===== src/rtl/cache_arbiter.sv =====
// -----------------------------------------------------------------------------
// cache_arbiter
//
// Purpose
//   Shares one cacheline adaptor (physical memory port) between an instruction
//   cache and a data cache.  One line transaction is in flight at a time.  When
//   both caches want the adaptor in the same IDLE cycle, the side that did not
//   win the previous grant goes first, so back-to-back contention alternates
//   I, D, I, D, ...
//
// Ports
//   clk, rst                       clock (rising edge), synchronous active-high reset
//   i_read, i_address              instruction-cache line read request
//   i_rdata, i_resp                line data / one-cycle completion to the I-cache
//   d_read, d_write, d_address,
//   d_wdata                        data-cache line read / writeback request
//   d_rdata, d_resp                line data / one-cycle completion to the D-cache
//   pmem_read, pmem_write,
//   pmem_address, pmem_wdata       line request to the adaptor (registered)
//   pmem_rdata, pmem_resp          line data / completion from the adaptor
//   busy                           high whenever a transaction is being served
//
// Handshake
//   A requester holds its read/write level high until it sees its resp pulse.
//   The arbiter samples requests only in IDLE; at the granting edge it copies
//   the winner's address, operation and (D only) write data into registers and
//   drives the adaptor from those registers until pmem_resp.  The cycle where
//   pmem_resp is high is the completion cycle: the owner's resp is high in
//   that same cycle and the FSM is back in IDLE on the next one.  pmem_resp
//   outside a serve state carries no meaning and is dropped.
// -----------------------------------------------------------------------------
module cache_arbiter (
  input  logic         clk,
  input  logic         rst,

  input  logic         i_read,
  input  logic [31:0]  i_address,
  output logic [255:0] i_rdata,
  output logic         i_resp,

  input  logic         d_read,
  input  logic         d_write,
  input  logic [31:0]  d_address,
  input  logic [255:0] d_wdata,
  output logic [255:0] d_rdata,
  output logic         d_resp,

  output logic         pmem_read,
  output logic         pmem_write,
  output logic [31:0]  pmem_address,
  output logic [255:0] pmem_wdata,
  input  logic [255:0] pmem_rdata,
  input  logic         pmem_resp,

  output logic         busy
);

  localparam logic [1:0] IDLE    = 2'd0;
  localparam logic [1:0] SERVE_I = 2'd1;
  localparam logic [1:0] SERVE_D = 2'd2;

  logic [1:0]   state;
  logic         last_grant;   // 0 = I won last, 1 = D won last
  logic [31:0]  lat_addr;
  logic [255:0] lat_wdata;
  logic         lat_write;    // 1 = latched operation is a line write

  logic         want_i;
  logic         want_d;
  logic         grant_i;
  logic         grant_d;

  // ---------------------------------------------------------------------------
  // Arbitration.  Only meaningful in IDLE; the FSM ignores it elsewhere.
  // On a tie, D wins unless D was the last side granted.
  // ---------------------------------------------------------------------------
  always_comb begin
    want_i  = i_read;
    want_d  = d_read | d_write;
    grant_d = want_d & (~want_i | ~last_grant);
    grant_i = want_i & ~grant_d;
  end

  // ---------------------------------------------------------------------------
  // FSM and request latches
  // ---------------------------------------------------------------------------
  always_ff @(posedge clk) begin
    if (rst) begin
      state      <= IDLE;
      last_grant <= 1'b0;
      lat_addr   <= 32'd0;
      lat_wdata  <= 256'd0;
      lat_write  <= 1'b0;
    end else begin
      case (state)
        IDLE: begin
          if (grant_d) begin
            state      <= SERVE_D;
            last_grant <= 1'b1;
            lat_addr   <= d_address;
            lat_wdata  <= d_wdata;
            // A simultaneous read+write is treated as a writeback.
            lat_write  <= d_write;
          end else if (grant_i) begin
            state      <= SERVE_I;
            last_grant <= 1'b0;
            lat_addr   <= i_address;
            // Write data register is left alone: the I side never writes,
            // and the adaptor keeps seeing the last D write line.
            lat_write  <= 1'b0;
          end
        end
        SERVE_I, SERVE_D: begin
          if (pmem_resp) begin
            state <= IDLE;
          end
        end
        default: begin
          state <= IDLE;
        end
      endcase
    end
  end

  // ---------------------------------------------------------------------------
  // Adaptor side: driven purely from registers so requester inputs can move
  // freely during a burst without disturbing it.
  // ---------------------------------------------------------------------------
  always_comb begin
    busy         = (state != IDLE);
    pmem_read    = busy & ~lat_write;
    pmem_write   = busy &  lat_write;
    pmem_address = lat_addr;
    pmem_wdata   = lat_wdata;
  end

  // ---------------------------------------------------------------------------
  // Requester side: data fans out to both caches; resp is steered by state
  // so it can only ever reach the current owner.
  // ---------------------------------------------------------------------------
  always_comb begin
    i_rdata = pmem_rdata;
    d_rdata = pmem_rdata;
    i_resp  = pmem_resp & (state == SERVE_I);
    d_resp  = pmem_resp & (state == SERVE_D);
  end

endmodule


===== config.mk =====
export PLATFORM = sky130hd
export DESIGN_NAME = cache_arbiter
export DESIGN_NICKNAME = d
export VERILOG_FILES = /design/src/rtl/cache_arbiter.sv
export SDC_FILE = /design/constraint.sdc
export NUM_CORES = 1
export LEC_CHECK = 0
export ABC_AREA = 1
export BUFFER_PORTS_ARGS = -buffer_cell sky130_fd_sc_hd__buf_2
export CORE_AREA = 5 5 540 542
export CTS_BUF_LIST = sky130_fd_sc_hd__clkbuf_8
export CTS_CLUSTER_SIZE = 20
export DETAILED_ROUTE_END_ITERATION = 10
export DIE_AREA = 0 0 545 547
export GPL_TIMING_DRIVEN = 0
export MAX_ROUTING_LAYER = met4
export PLACE_DENSITY = 0.3
export SYNTH_ARGS = -nofsm -noshare
export SYNTH_HDL_FRONTEND = slang
export SYNTH_SLANG_ARGS = --single-unit

===== constraint.sdc =====
create_clock -name clk -period 1.32 [get_ports clk]
set_input_delay 0.066 -clock clk [delete_from_list [all_inputs] [get_ports clk]]
set_output_delay 0.066 -clock clk [all_outputs]
set_load 0.01 [all_outputs]

Yosys cells after proc, flatten, opt, wreduce, memory -nomap -nowiden
Cells that the tools add are included.

word-level totals
  bits in registers = 292
  input bits = 582

cells by class
  eq/ne operators = 4
  muxes and demuxes = 9
  bitwise operators = 12
  reductions and logical operators = 7

operator list
  kind                number
  $mux 32             2
  $and 1x1->1         6
  $mux 2              3
  $reduce_and 2->1    3
  $not 1->1           4
  $pmux 2 s2          1
  $reduce_bool 2->1   2
  $mux 1              3
  $ne 3x3->1 const B  1
  $eq 2x1->1 const B  1
  $eq 2x2->1 const B  1
  $logic_not 2->1     1
  $ne 2x2->1 const B  1
  $or 1x1->1          2
  $reduce_or 2->1     1

Logic depth before layout (Yosys ltp)
  depth after elaboration = 8
  depth in mapped cells = 9

Least setup slack after synthesis
Ideal clock, no wire load.

  path kind = register to register
  start = register state[0]
  end = register lat_wdata[228] (netlist: pmem_wdata[228])
  library setup time = 116 ps
  arrival = 1,340 ps
  data required time = 1,204 ps
  setup slack = -135 ps
  cell stages (with the launch flop) = 10
  path buffers = 3
  cells stage by stage = dfxtp_1 inv_1 ha_1 buf_4 inv_2 nor2_4 buf_4 buf_2 o21ai_0 nor2_1

on the way
  word-level cells in the longest chain between the ends = 2

RTL lines
  what                        RTL line  source
  start: declaration          62        logic [1:0] state;
  start signal: assignment    89        state <= IDLE;
  start signal: assignment    98        state <= SERVE_D;
  start signal: assignment    105       state <= SERVE_I;
  $logic_not 2->1             95        case (state)
  $reduce_and 2->1 (no line)  --
  end signal: assignment      101       lat_wdata <= d_wdata;
  end: declaration            65        logic [255:0] lat_wdata;

Every way passes these cells.
A chain may end at the register's enable or synchronous reset.

Worst setup path in the final report
  start = register state[0]
  end = register lat_wdata[152] (netlist: pmem_wdata[152])

Same word-level chain as after synthesis.

==> run metrics <==
outcome=finished, violations left; failing checks=setup timing; count of flip-flops with a built-in enable after synthesis=0; Clock Skew=between 0.03 and 0.04 ns; IO Pins=~1.4k; die area=298,100 um2; CTS Sinks=between 200 and 300; pre-CTS WS=-1.781 ns; Final min period=between 1.5 and 2 ns; row count=197; DRT iter0 DRCs=731; worst vdd ir=approximately 0.00059 V; CTS root buffer=clkbuf_8; DR WL/cell=about 24 um; RSZ-0062 raised after global routing=yes; Worst Path Class, Setup=reg2reg; worst hold margin=around 0.10 ns; clock tree buffer depth=3; Final Util=0.1254; GRT Total Usage=0.1177; CTS tree=yes; Die Ht=547 um; initial antenna violation count=37; Port Buffers=between 1k and 1.5k; Worst setup EP type=register; Avg Vias per Cell=between 2 and 3; CTS buffer count=67; TritonRoute pass-1 iters=4; Final Net Count=4,228; Pleak=about 0.016 uW; part of the cycle the worst path needs=1.389; relative slew slack=0.1820; post-layout power=41,300 uW; P per Cell Area=1150 nW/um2; mapped cell area=14,490 um2; Final GP Congestion=~0.94; worst reg2reg path endpoint=pmem_wdata[152]; Worst path max stage delay=approximately 0.32 ns; async set-reset flop share out of synthesis=0; Post-Synthesis Cells=~1.9k; P&R area growth vs syn=148.0%; DR WL met2=86.62 mm; flops & latches, synth=~290; FF-to-FF setup slack=-0.51 ns; core area=286,400 um2; CP max FO=10; Final Hold Fails=0; Peak Freq=545.6 MHz; Min-Delay Path Class=in2reg; CP cell instances=inv_2 > ha_4 > buf_12 > nand2_8 > buf_16 > buf_2 > nor2_1 > nor2_1; Vias=between 15k and 20k; setup ws final=-0.5129 ns; YS warnings=0; first-pass GRT wire length=219.5 mm; Worst path most repeated cell=nor2_1; largest net degree at the start of global routing=12; area of the multi-input gates=between 5000 and 6000 um2; HPWL Detailed=roughly 160 mm; Worst-Skew Late Latency=around 0.74 ns; R2R depth=8; DIE WIDTH=about 550 um; met1 wire length=around 70 mm; syn avg cell area=7.479 um2; Hold Crit Start=d_write; max-cap violations=0; register clock-pin slew on the reported worst setup and hold paths=0.06 ns; Critical Path Slowest Stage Cell=dfxtp_2; hold depth=7; met3 WL=23.42 mm; CP Data Required Time=roughly 1.9 ns; layout cells sized above 1=0.6694; Post-Syn Nets=approximately 2.5k; CP Launch Type=register; H-Tree Level Count=3; Tightest Pin Transition=~1.2 ns; number of remaining DRC errors=0; reg2reg start=state[0]; initial standard-cell utilization of the core=0.05058; antenna viol nets, final=0; GRT overflow=0; Final Cell Area=about 36,000 um2; sequential fraction of the synthesis area=0.4035; top_reg_cell synth=dfxtp_1; Yosys cell types=21; vias in the first global route=about 19k; max-slew violation count=0; Highest Signal Layer=met4; Arr. time, crit path=approximately 2.4 ns; # fillers=about 33k; final count of negative-setup-slack endpoints=about 300; Hold EP=pmem_address[6]; register area=6291 um2; Post-Route WL=between 150 and 200 mm; placement-stage cell area=between 20,000 and 25,000 um2
==> registers in the layout (all words and copies together), names as in the netlist <==
| register | flops |
|---|---|
| last_grant | 1 |
| pmem_address | 32 |
| lat_write | 1 |
| pmem_wdata | 256 |
| state | 2 |
==> synthesized netlist by cell type, types with 2 or more instances <==
master,instances,area [um2]
buf_4,525,3941
inv_1,40,150.1
o21ai_0,282,1411
nor2_1,610,2290
dfxtp_1,292,5846
nand2_1,76,285.3
a21oi_1,4,20.02
inv_2,2,7.510
clkbuf_1,31,116.4
ha_1,3,37.54
nor2_2,2,12.51
o21ai_1,6,30.03
nand4_1,2,12.51
buf_2,51,255.2
clkbuf_2,5,25.02
==> worst max-delay path: cells and delay by family (launching register included) <==
family                     cells  cell delay (ns)
adders and majority gates      1             0.21
DFF                            1             0.32
buffers and inverters          4             0.65
and+or+nand+nor                3             0.46
==> report_power, final <==
group	switching [uW]	internal (uW)	leakage, uW	total [uW]
clock	5320	6030	0.000778	11400
combinational	9170	8990	0.0130	18200
sequential	1280	10500	0.00252	11800
total	15800	25500	0.0163	41300
==> worst max path at each step <==
stage	startpoint	end	slack, ns
final	state[0]	pmem_wdata[152]	-0.51
after global routing	state[0]	pmem_wdata[151]	-0.57
after CTS	state[1]	pmem_write	-0.53
after detailed placement	rst	pmem_wdata[175]	-1.78
after global placement	rst	pmem_wdata[172]	-1.78
after floorplan	state[0]	pmem_wdata[216]	-0.03
==> cells in the final DEF (no fill, tap or decap), types with 2 or more instances in the layout <==
master	count
buf_2	853
buf_4	604
nor2_1	533
dlygate4sd3_1	376
dfxtp_2	254
buf_6	234
o21ai_1	146
o21ai_2	125
clkbuf_8	82
buf_8	70
inv_1	57
buf_12	56
nand2_1	55
nor2_2	50
dfxtp_4	34
nor2_4	30
clkbuf_1	26
diode_2	22
o21ai_0	18
buf_16	13
nand2_2	10
nand2_4	10
clkbuf_16	10
clkinv_2	7
clkinv_8	5
clkinvlp_4	4
dfxtp_1	4
inv_2	3
inv_6	3
clkbuf_2	3
nand2_8	2
nand4_1	2
a21oi_1	2
a21oi_2	2
ha_4	2
bufinv_16	2
==> cell type report <==
cell class | count | share of cell area
Sequential cell | 292 | 0.1751
Multi-Input combinational cell | 989 | 0.1420
Clock buffer | 81 | 0.03103
Buffer | 605 | 0.1331
Antenna cell | 22 | 0.001533
Timing Repair inverter | 2 | 0.0009056
Inverter | 43 | 0.005399
Clock inverter | 38 | 0.007732
Tap cell | 3781 | 0.1317
Timing Repair Buffer | 1643 | 0.3715
==> stage by stage <==
stage                     setup TNS, ns  cells
final                            -99.61   7496
after global routing            -141.55   7490
after CTS                       -166.26   7398
after detailed placement        -311.92   6848
after global placement          -315.00   6848
after floorplan                 -0.5077   1937
==> timing repair <==
item,4_1_cts,5_1_grt
setup endpoints to repair,584,585
cloned,20,8
hold buffers,376,0
buffers inserted,36,88
pin swaps,39,105
resized for setup,290,1235
endpoints found under the hold margin,292,0
==> per-layer routing <==
metal | global-route usage | vias to the layer above
met1 | 0.1335 | 9180
met2 | 0.1949 | 928
li1 | - | 9004
met5 | - | -
met4 | 0.02155 | 0
met3 | 0.04925 | 136
==> cells by family after synthesis <==
family,Yosys count,share of synthesized area
compound gates,293,0.1015
fa+ha+maj,3,0.002591
buf+inv,656,0.3114
flops,292,0.4035
simple gates,693,0.1810
Power figures use the tool's default switching activity.
